**config.mk**
```make
export PLATFORM = sky130hd
export DESIGN_NAME = fetch_stage
export DESIGN_NICKNAME = d
export VERILOG_FILES = /design/src/rtl/mips_pkg.sv /design/src/rtl/npc_sel.sv /design/src/rtl/fetch_stage.sv
export SDC_FILE = /design/constraint.sdc
export NUM_CORES = 1
export LEC_CHECK = 0
export CAP_MARGIN = 20
export CORE_MARGIN = 8
export CORE_UTILIZATION = 52
export DETAILED_ROUTE_END_ITERATION = 10
export GPL_ROUTABILITY_DRIVEN = 0
export HOLD_SLACK_MARGIN = 0.06
export PLACE_DENSITY_LB_ADDON = 0.3
export SLEW_MARGIN = 20
export SYNTH_ARGS = -nofsm -noshare
export SYNTH_HDL_FRONTEND = slang
export SYNTH_HIERARCHICAL = 1
export SYNTH_SLANG_ARGS = --single-unit
```
**constraint.sdc**
```tcl
create_clock -name i_clk -period 7.4 [get_ports i_clk]
set_clock_uncertainty 0.05 [all_clocks]
set_input_delay 0.74 -clock i_clk [delete_from_list [all_inputs] [get_ports i_clk]]
set_output_delay 0.74 -clock i_clk [all_outputs]
set_load 0.02 [all_outputs]
```
**src/rtl/mips_pkg.sv**
```systemverilog
// Shared MIPS front-end definitions: opcodes, fetch reset constants and the
// fetch-stage state encoding.
package mips_pkg;

    localparam logic [31:0] RESET_PC_DEF  = 32'h0040_0000;
    localparam logic [31:0] NOP_INSTR_DEF = 32'h0000_0000;

    localparam logic [5:0] OP_RTYPE = 6'h00;
    localparam logic [5:0] OP_J     = 6'h02;
    localparam logic [5:0] OP_JAL   = 6'h03;
    localparam logic [5:0] OP_BEQ   = 6'h04;
    localparam logic [5:0] OP_BNE   = 6'h05;
    localparam logic [5:0] OP_ADDI  = 6'h08;
    localparam logic [5:0] OP_LW    = 6'h23;
    localparam logic [5:0] OP_SW    = 6'h2B;

    typedef enum logic [1:0] {
        ST_IDLE    = 2'd0,
        ST_FETCH   = 2'd1,
        ST_DISCARD = 2'd2,
        ST_HOLD    = 2'd3
    } fetch_state_t;

    function automatic logic [31:0] word_align(input logic [31:0] a);
        return a & 32'hFFFF_FFFC;
    endfunction

endpackage

```
**src/rtl/npc_sel.sv**
```systemverilog
// Redirect target selection for the fetch stage: jr beats j/jal beats branch.
// Every target is forced onto a word boundary.
module npc_sel
    import mips_pkg::*;
(
    input  logic        i_jump,
    input  logic        i_jmp_reg,
    input  logic [31:0] i_branch_target,
    input  logic [31:0] i_jr_addr,
    input  logic [3:0]  i_pc4_hi,
    input  logic [25:0] i_jidx,
    output logic [31:0] o_target,
    output logic        o_jr_misalign
);

    logic [31:0] raw_target;

    always_comb begin
        raw_target    = i_branch_target;
        o_jr_misalign = 1'b0;
        if (i_jump && i_jmp_reg) begin
            raw_target    = i_jr_addr;
            o_jr_misalign = |i_jr_addr[1:0];
        end else if (i_jump) begin
            raw_target = {i_pc4_hi, i_jidx, 2'b00};
        end
        o_target = word_align(raw_target);
    end

endmodule

```
**src/rtl/fetch_stage.sv**
```systemverilog
// Instruction fetch stage: PC, req/ack instruction-memory port, skid buffer
// for stalls, redirect handling and the IF/ID pipeline register.
module fetch_stage
    import mips_pkg::*;
#(
    parameter logic [31:0] RESET_PC  = RESET_PC_DEF,
    parameter logic [31:0] NOP_INSTR = NOP_INSTR_DEF
) (
    input  logic        i_clk,
    input  logic        i_rst_n,
    output logic        o_imem_req,
    output logic [31:0] o_imem_addr,
    input  logic        i_imem_ack,
    input  logic [31:0] i_imem_data,
    input  logic        i_stall,
    input  logic        i_branch_taken,
    input  logic [31:0] i_branch_target,
    input  logic        i_jump,
    input  logic        i_jmp_reg,
    input  logic [31:0] i_jr_addr,
    output logic [31:0] o_id_instr,
    output logic [31:0] o_id_pc4,
    output logic        o_id_valid,
    output logic [5:0]  o_instr_code,
    output logic        o_align_err
);

    fetch_state_t state_reg, state_next;
    logic [31:0]  pc_reg, pc_next;
    logic [31:0]  addr_reg, addr_next;
    logic         req_reg, req_next;
    logic [31:0]  id_instr_reg, id_instr_next;
    logic [31:0]  id_pc4_reg, id_pc4_next;
    logic         id_valid_reg, id_valid_next;
    logic [31:0]  skid_data_reg, skid_data_next;
    logic [31:0]  skid_pc_reg, skid_pc_next;
    logic         align_err_reg, align_err_next;

    logic [31:0]  target;
    logic         jr_misalign;
    logic         redirect;

    npc_sel u_npc_sel (
        .i_jump          (i_jump),
        .i_jmp_reg       (i_jmp_reg),
        .i_branch_target (i_branch_target),
        .i_jr_addr       (i_jr_addr),
        .i_pc4_hi        (id_pc4_reg[31:28]),
        .i_jidx          (id_instr_reg[25:0]),
        .o_target        (target),
        .o_jr_misalign   (jr_misalign)
    );

    // Redirects only come from a real instruction that ID is actually consuming.
    assign redirect = (i_jump | i_branch_taken) & id_valid_reg & ~i_stall;

    always_comb begin
        state_next     = state_reg;
        pc_next        = pc_reg;
        addr_next      = addr_reg;
        req_next       = req_reg;
        id_instr_next  = id_instr_reg;
        id_pc4_next    = id_pc4_reg;
        id_valid_next  = id_valid_reg;
        skid_data_next = skid_data_reg;
        skid_pc_next   = skid_pc_reg;
        align_err_next = align_err_reg | (redirect & jr_misalign);

        // Whenever ID consumes IF/ID without a fresh word arriving, a bubble
        // takes its place so nothing is executed twice.
        if (!i_stall && state_reg != ST_IDLE) begin
            id_instr_next = NOP_INSTR;
            id_valid_next = 1'b0;
        end

        case (state_reg)
            ST_IDLE: begin
                req_next   = 1'b1;
                addr_next  = pc_reg;
                state_next = ST_FETCH;
            end
            ST_FETCH: begin
                if (i_imem_ack) begin
                    if (i_stall) begin
                        skid_data_next = i_imem_data;
                        skid_pc_next   = addr_reg;
                        req_next       = 1'b0;
                        state_next     = ST_HOLD;
                    end else if (redirect) begin
                        pc_next   = target;
                        addr_next = target;
                    end else begin
                        id_instr_next = i_imem_data;
                        id_pc4_next   = addr_reg + 32'd4;
                        id_valid_next = 1'b1;
                        pc_next       = addr_reg + 32'd4;
                        addr_next     = addr_reg + 32'd4;
                    end
                end else if (redirect) begin
                    // The in-flight access must still complete; its word is junk.
                    pc_next    = target;
                    state_next = ST_DISCARD;
                end
            end
            ST_DISCARD: begin
                if (redirect) begin
                    pc_next = target;
                end
                if (i_imem_ack) begin
                    addr_next  = redirect ? target : pc_reg;
                    state_next = ST_FETCH;
                end
            end
            ST_HOLD: begin
                if (!i_stall) begin
                    req_next   = 1'b1;
                    state_next = ST_FETCH;
                    if (redirect) begin
                        pc_next   = target;
                        addr_next = target;
                    end else begin
                        id_instr_next = skid_data_reg;
                        id_pc4_next   = skid_pc_reg + 32'd4;
                        id_valid_next = 1'b1;
                        pc_next       = skid_pc_reg + 32'd4;
                        addr_next     = skid_pc_reg + 32'd4;
                    end
                end
            end
            default: begin
                state_next = ST_IDLE;
            end
        endcase
    end

    always_ff @(posedge i_clk or negedge i_rst_n) begin
        if (!i_rst_n) begin
            state_reg     <= ST_IDLE;
            pc_reg        <= RESET_PC;
            addr_reg      <= RESET_PC;
            req_reg       <= 1'b0;
            id_instr_reg  <= NOP_INSTR;
            id_pc4_reg    <= 32'd0;
            id_valid_reg  <= 1'b0;
            skid_data_reg <= 32'd0;
            skid_pc_reg   <= 32'd0;
            align_err_reg <= 1'b0;
        end else begin
            state_reg     <= state_next;
            pc_reg        <= pc_next;
            addr_reg      <= addr_next;
            req_reg       <= req_next;
            id_instr_reg  <= id_instr_next;
            id_pc4_reg    <= id_pc4_next;
            id_valid_reg  <= id_valid_next;
            skid_data_reg <= skid_data_next;
            skid_pc_reg   <= skid_pc_next;
            align_err_reg <= align_err_next;
        end
    end

    assign o_imem_req   = req_reg;
    assign o_imem_addr  = addr_reg;
    assign o_id_instr   = id_instr_reg;
    assign o_id_pc4     = id_pc4_reg;
    assign o_id_valid   = id_valid_reg;
    assign o_instr_code = id_instr_reg[31:26];
    assign o_align_err  = align_err_reg;

endmodule

```
# --- Word-level counts from Yosys, hierarchy flattened ---
# Index checks and enable logic that the tools add are counted.
classes:
  mux: 41
  n_addsub: 2
  n_mul: 0
  div: 0
  n_shift: 0
  eq_ne: 13
  n_lt_le_gt_ge: 0
  n_reduce_logical: 15
  bitwise: 6
ops:
  columns: ["op", "n"]
  rows:
  - ["2-to-1 mux 32 bit", 21]
  - ["case mux 32 bit (2 select lines)", 2]
  - ["case mux 32 bit (4 select lines)", 1]
  - ["case mux 32 bit (3 select lines)", 1]
  - ["adder 32 x 3 -> 32 bit (second input constant)", 2]
  - ["inequality test 2 bit (second input constant)", 7]
  - ["AND reduction 4 bit", 3]
  - ["2-to-1 mux 2 bit", 5]
  - ["inequality test 3 bit (second input constant)", 3]
  - ["2-to-1 mux 1 bit", 8]
  - ["case mux 2 bit (4 select lines)", 1]
  - ["AND reduction 3 bit", 2]
  - ["AND reduction 6 bit", 1]
  - ["nonzero test 3 bit", 2]
  - ["equality test 2 bit (second input constant)", 2]
  - ["nonzero test 2 bit", 2]
  - ["AND 1 bit", 3]
  - ["case mux 1 bit (3 select lines)", 1]
  - ["equality test 2 x 1 -> 1 bit (second input constant)", 1]
  - ["logical AND 1 bit", 2]
  - ["logical NOT 2 bit", 1]
  - ["bitwise OR 1 bit", 2]
  - ["case mux 1 bit (2 select lines)", 1]
  - ["OR reduction 2 bit", 1]
  - ["2 further kinds", 2]
totals:
  ramBits: 0
  inputBits: 103
  latch_bits: 0
  memories: 0
  mem_bits_ro: 0
  output_inout_bits: 105
  reg_bits: 197

# --- Depth between registers and ports, before layout ---
depth:
  depth_word: 7
  ltp_mapped: 10
  ltp_nobuf: 8

# --- Modules after synthesis ---
# Netlist, hierarchy kept.
by_module_without_submodules:
  columns: ["mod", "seq_area_each_um2", "n_inst", "cells_per_inst", "area_each_um2"]
  rows:
  - ["fetch_stage", 4932.2, 1, 1352, 11708.7]
  - ["npc_sel", 0.0, 1, 105, 695.7]

# --- Worst setup path after synthesis ---
# OpenSTA, ideal clock, no wires.
synth_path:
  path_kind: "reg2reg"
  startpoint: "reg addr_reg[10] (netlist: o_imem_addr[10])"
  endpoint: "reg pc_reg[31]"
  stages_incl_launch_ff: 9
  path_slack_ns: 4.805
  required_time_ns: 7.268
  t_arrival_ns: 2.463
  setup_time_ns: 0.082
  synth_period_minus_slack_ns: 2.595
  path_cell_list: "dfrtp_1 -> buf_2 -> nand4_4 -> or4_1 -> buf_2 -> or4_4 -> and2_1 -> a31o_1 -> a31oi_1"
synth_via:
  elab_chain_cells: 5
synth_lines:
  columns: ["item", "line", "text"]
  rows:
  - ["start, declared", "fetch_stage.sv:30", "logic [31:0] addr_reg, addr_next;"]
  - ["start signal, assigned", "fetch_stage.sv:151", "addr_reg <= addr_next;"]
  - ["adder 32 x 3 -> 32 bit", "fetch_stage.sv:96", "pc_next = addr_reg + 32'd4;"]
  - ["2-to-1 mux 32 bit", "fetch_stage.sv:89", "end else if (redirect) begin"]
  - ["2-to-1 mux 32 bit", "fetch_stage.sv:84", "if (i_stall) begin"]
  - ["2-to-1 mux 32 bit", "fetch_stage.sv:83", "if (i_imem_ack) begin"]
  - ["case mux 32 bit (3 select lines)", "fetch_stage.sv:76", "case (state_reg)"]
  - ["end signal, assigned", "fetch_stage.sv:150", "pc_reg <= pc_next;"]
  - ["end, declared", "fetch_stage.sv:29", "logic [31:0] pc_reg, pc_next;"]
# Every way passes these cells. The select of a mux whose other input is x is not followed.
# A chain may end at the register's enable or synchronous reset.

# --- Worst setup path after layout ---
layout_path:
  startpoint: "reg state_reg[0]"
  endpoint: "reg pc_reg[16]"
layout_via:
  elab_chain_cells: 3
  elab_cells_between_ends: 8
layout_lines:
  columns: ["item", "line", "text"]
  rows:
  - ["start, declared", "fetch_stage.sv:28", "fetch_state_t state_reg, state_next;"]
  - ["start signal, assigned", "fetch_stage.sv:149", "state_reg <= state_next;"]
  - ["equality test 2 x 1 -> 1 bit / equality test 2 bit (equally long branches)", "fetch_stage.sv:76", null]
  - ["inequality test 3 bit (no line) (tied with other cells)", null, null]
  - ["AND reduction 3 bit (no line)", null, null]
# Parallel ways exist; a longest one is shown, timed or not.

==> impl_metrics.py <==
metrics = {
    "critical_path": {
        "cp.required_ns": 7.69,
        "critPathArrivalTime_ns": 4.39,
        "crit_fanout": 22,
        "startpoint_type": "register",
        "cp-end-kind": "register",
        "criticalPathCategory": "register to register",
    },
    "cts": {
        "cts_setup_buffers": 0,
        "insertion_delay_ns": 0.46,
        "cts-htree-levels": 4,
        "clk_pin_slew_ns": 0.08,
        "clockBufferDepth": 2,
        "post_cts_resized": 0,
        "cts_hold_buf": 0,
        "cts_sinks": 197,
        "tritoncts": "yes",
        "root_buffer": "clkbuf_16",
        "cts_buffers": 17,
    },
    "route": {
        "vias": 12450,
        "wirelength_microns": 42810,
        "wl_per_cell_microns": 22.36,
        "vias_per_cell": 6.500,
        "drc": 0,
        "detail_route.iter0.violations": 1500,
        "ant_nets": 0,
        "first_pass_iters": 6,
    },
    "hold_path": {
        "holdCritPathClass": "input port to asynchronous set/reset pin",
    },
    "die": {
        "fp.dieH_microns": 170.5,
        "dieArea_sq_mm": 0.02905,
        "io_pins": 208,
        "die_x_microns": 170.5,
        "initial_utilization_pct": 52.85,
        "num_rows": 56,
        "core_area_sq_mm": 0.02347,
    },
    "grt": {
        "grt.overflow.total": 0,
        "grt_first_pass_wirelength_microns": 66040,
        "grt_usage_pct": 29.02,
        "antenna_found_initial": 0,
        "grt_max_degree": 93,
        "grt_pass1_vias": 11770,
    },
    "synth": {
        "synthArstFlopShare_pct": 100.0,
        "synth_ff_type": "dfrtp_1",
        "synth_seq_cells": 197,
        "synth-edff-count": 0,
        "postSynthAreaPerCell_sq_um": 8.514,
        "seq_area_frac_synth_pct": 39.76,
        "synthCells": 1457,
        "yosysWarnings": 6,
        "ys_types": 72,
        "synth_area_sq_mm": 0.01240,
    },
    "cells_and_area": {
        "seqCellArea_sq_mm": 0.004932,
        "fin_cells": 1915,
        "final_common_cell": "clkdlybuf4s50_1",
        "drive_above_1_share_pct": 9.085,
        "areaGrowthSynthToFinish_pct": 21.86,
        "n_antenna_cell": 0,
        "mostFrequentLayoutCells": "202 x clkdlybuf4s50_1, 195 x dfrtp_1, 187 x nand2_1",
        "n_fill_cell": 2017,
        "fin_nets": 1693,
        "multi_input_area_sq_mm": 0.006920,
    },
    "sta": {
        "worst_pin_slew_ns": 1.164,
        "rsz0062_at_grt": "no",
        "slew_violations": 0,
        "setup_viol": 0,
        "fin_crit_ns": 4.100,
        "worst_hold_slack_ns": 0.2729,
        "timing.slew.headroom_pct": 22.39,
        "max_freq_mhz": 243.9,
        "final.setup.tns_ns": 0,
        "fin_crit_sh_pct": 55.41,
        "hold_violations": 0,
    },
    "pwr": {
        "ir_drop_v": 0.0002095,
        "p_per_area_mw_per_mm2": 443.4,
        "cellLeakagePower_nw": 6.125,
    },
    "run_status": {
        "outcome": "finished, final reports clean",
    },
    "placement": {
        "io_buffers": 205,
        "hpwl_microns": 29280,
        "numPlacedInstances": 1883,
    },
    "flow_run": {
        "maxCapViolCount": 0,
    },
}
-- worst paths after layout --
| path | from | to | cells past startpoint | slack (ns) |
|---|---|---|---|---|
| worst min-delay path | i_rst_n | skid_pc_reg[4]$_DFFE_PN0P_ | 1 | 0.27 |
| worst max-delay path | state_reg[0]$_DFFE_PN0P_ | pc_reg[16]$_DFFE_PN0P_ | 8 | 3.30 |
| worst min register to register | o_align_err$_DFF_PN0_ | o_align_err$_DFF_PN0_ | 1 | 0.41 |
| max in group asynchronous | i_rst_n | o_id_instr[13]$_DFF_PN0_ | 2 | 5.67 |
| min in group i_clk | o_align_err$_DFF_PN0_ | o_align_err$_DFF_PN0_ | 1 | 0.41 |
| worst max register to register | state_reg[0]$_DFFE_PN0P_ | pc_reg[16]$_DFFE_PN0P_ | 8 | 3.30 |
-- Yosys cell counts (9+ instances only) --
| master | count | share of area [%] |
|---|---|---|
| buf_1 | 15 | 0.45 |
| inv_1 | 15 | 0.45 |
| a21oi_1 | 134 | 5.4 |
| and2_1 | 9 | 0.45 |
| nor2_1 | 140 | 4.2 |
| o22ai_1 | 11 | 0.55 |
| o221ai_1 | 36 | 2.5 |
| clkbuf_1 | 87 | 2.6 |
| a31oi_1 | 22 | 1.1 |
| or3_1 | 10 | 0.50 |
| nand2_1 | 189 | 5.7 |
| a221oi_1 | 9 | 0.64 |
| mux2_2 | 65 | 5.9 |
| and3_1 | 17 | 0.86 |
| xor2_1 | 24 | 1.7 |
| nand3_1 | 61 | 2.5 |
| xnor2_1 | 28 | 2.0 |
| mux2i_1 | 53 | 4.3 |
| nand4_1 | 21 | 1.1 |
| a311oi_1 | 9 | 0.64 |
| a211oi_1 | 12 | 0.73 |
| o21ai_0 | 131 | 5.3 |
| o211ai_1 | 10 | 0.61 |
| dfrtp_1 | 195 | 39 |
| nor3_1 | 16 | 0.65 |
| a21o_1 | 9 | 0.54 |
| nor4_1 | 9 | 0.45 |
-- area by class of cell --
cell class,count,area share (%)
timing repair buffer,228,14.68
multi-input combinational,1123,45.78
sequential,197,32.63
tap,319,2.641
clock buffer,18,2.839
clock inverter,14,1.035
inverter,16,0.3973
-- layer usage --
| metal | vias up | wire length, microns | global-route usage [%] |
|---|---|---|---|
| met3 | 125 | 5837 | 9.731 |
| met4 | 0 | 1363 | 10.49 |
| met1 | 5904 | 16920 | 38.39 |
| li1 | 5568 | - | - |
| met5 | - | 0 | 0 |
| met2 | 850 | 18690 | 43.62 |
-- power by group --
group	leakage [nW]	switching [mW]	internal (mW)
logic	3.38	2.16	1.46
clock network	0.290	0.475	0.483
registers	2.46	0.545	1.58
total	6.13	3.18	3.52
-- kinds of logic (layout without fill, tap and decap cells) --
kind of cell | after synthesis | after routing | share of synthesized area (%)
AND/OR/NAND/NOR | 491 | 491 | 17.76
AO/OA/AOI/OAI | 453 | 453 | 22.94
flip-flops | 197 | 197 | 39.76
buffers and inverters | 138 | 276 | 4.953
multiplexers | 118 | 118 | 10.18
XOR/XNOR | 52 | 52 | 3.672
adder cells (fa/ha/maj) | 7 | 7 | 0.7060
other | 1 | 2 | 0.03023
-- stage by stage --
step / setup WS [ns] / instance area [sq um] / utilization, % / power (mW)
final: 3.300 / 15120 / 64.40 / 6.702
after global routing: 3.262 / 15120 / 64.40 / 7.070
after CTS: 3.528 / 15120 / 64.40 / 6.619
after detailed placement: 3.208 / 14530 / 61.90 / 5.649
after global placement: 3.184 / 14530 / 61.90 / 5.547
after floorplan: 4.805 / 12410 / - / 4.287
-- critical path, stage by stage, from the launching register on --
cell and delay, ns:
dfrtp_1 0.43, inv_1 0.14, ha_1 0.96, inv_1 0.73, nand2_1 0.46, buf_4 0.30
o21ai_1 0.25, a22o_1 0.34, o32a_1 0.32
Power figures use the tool's default switching activity.
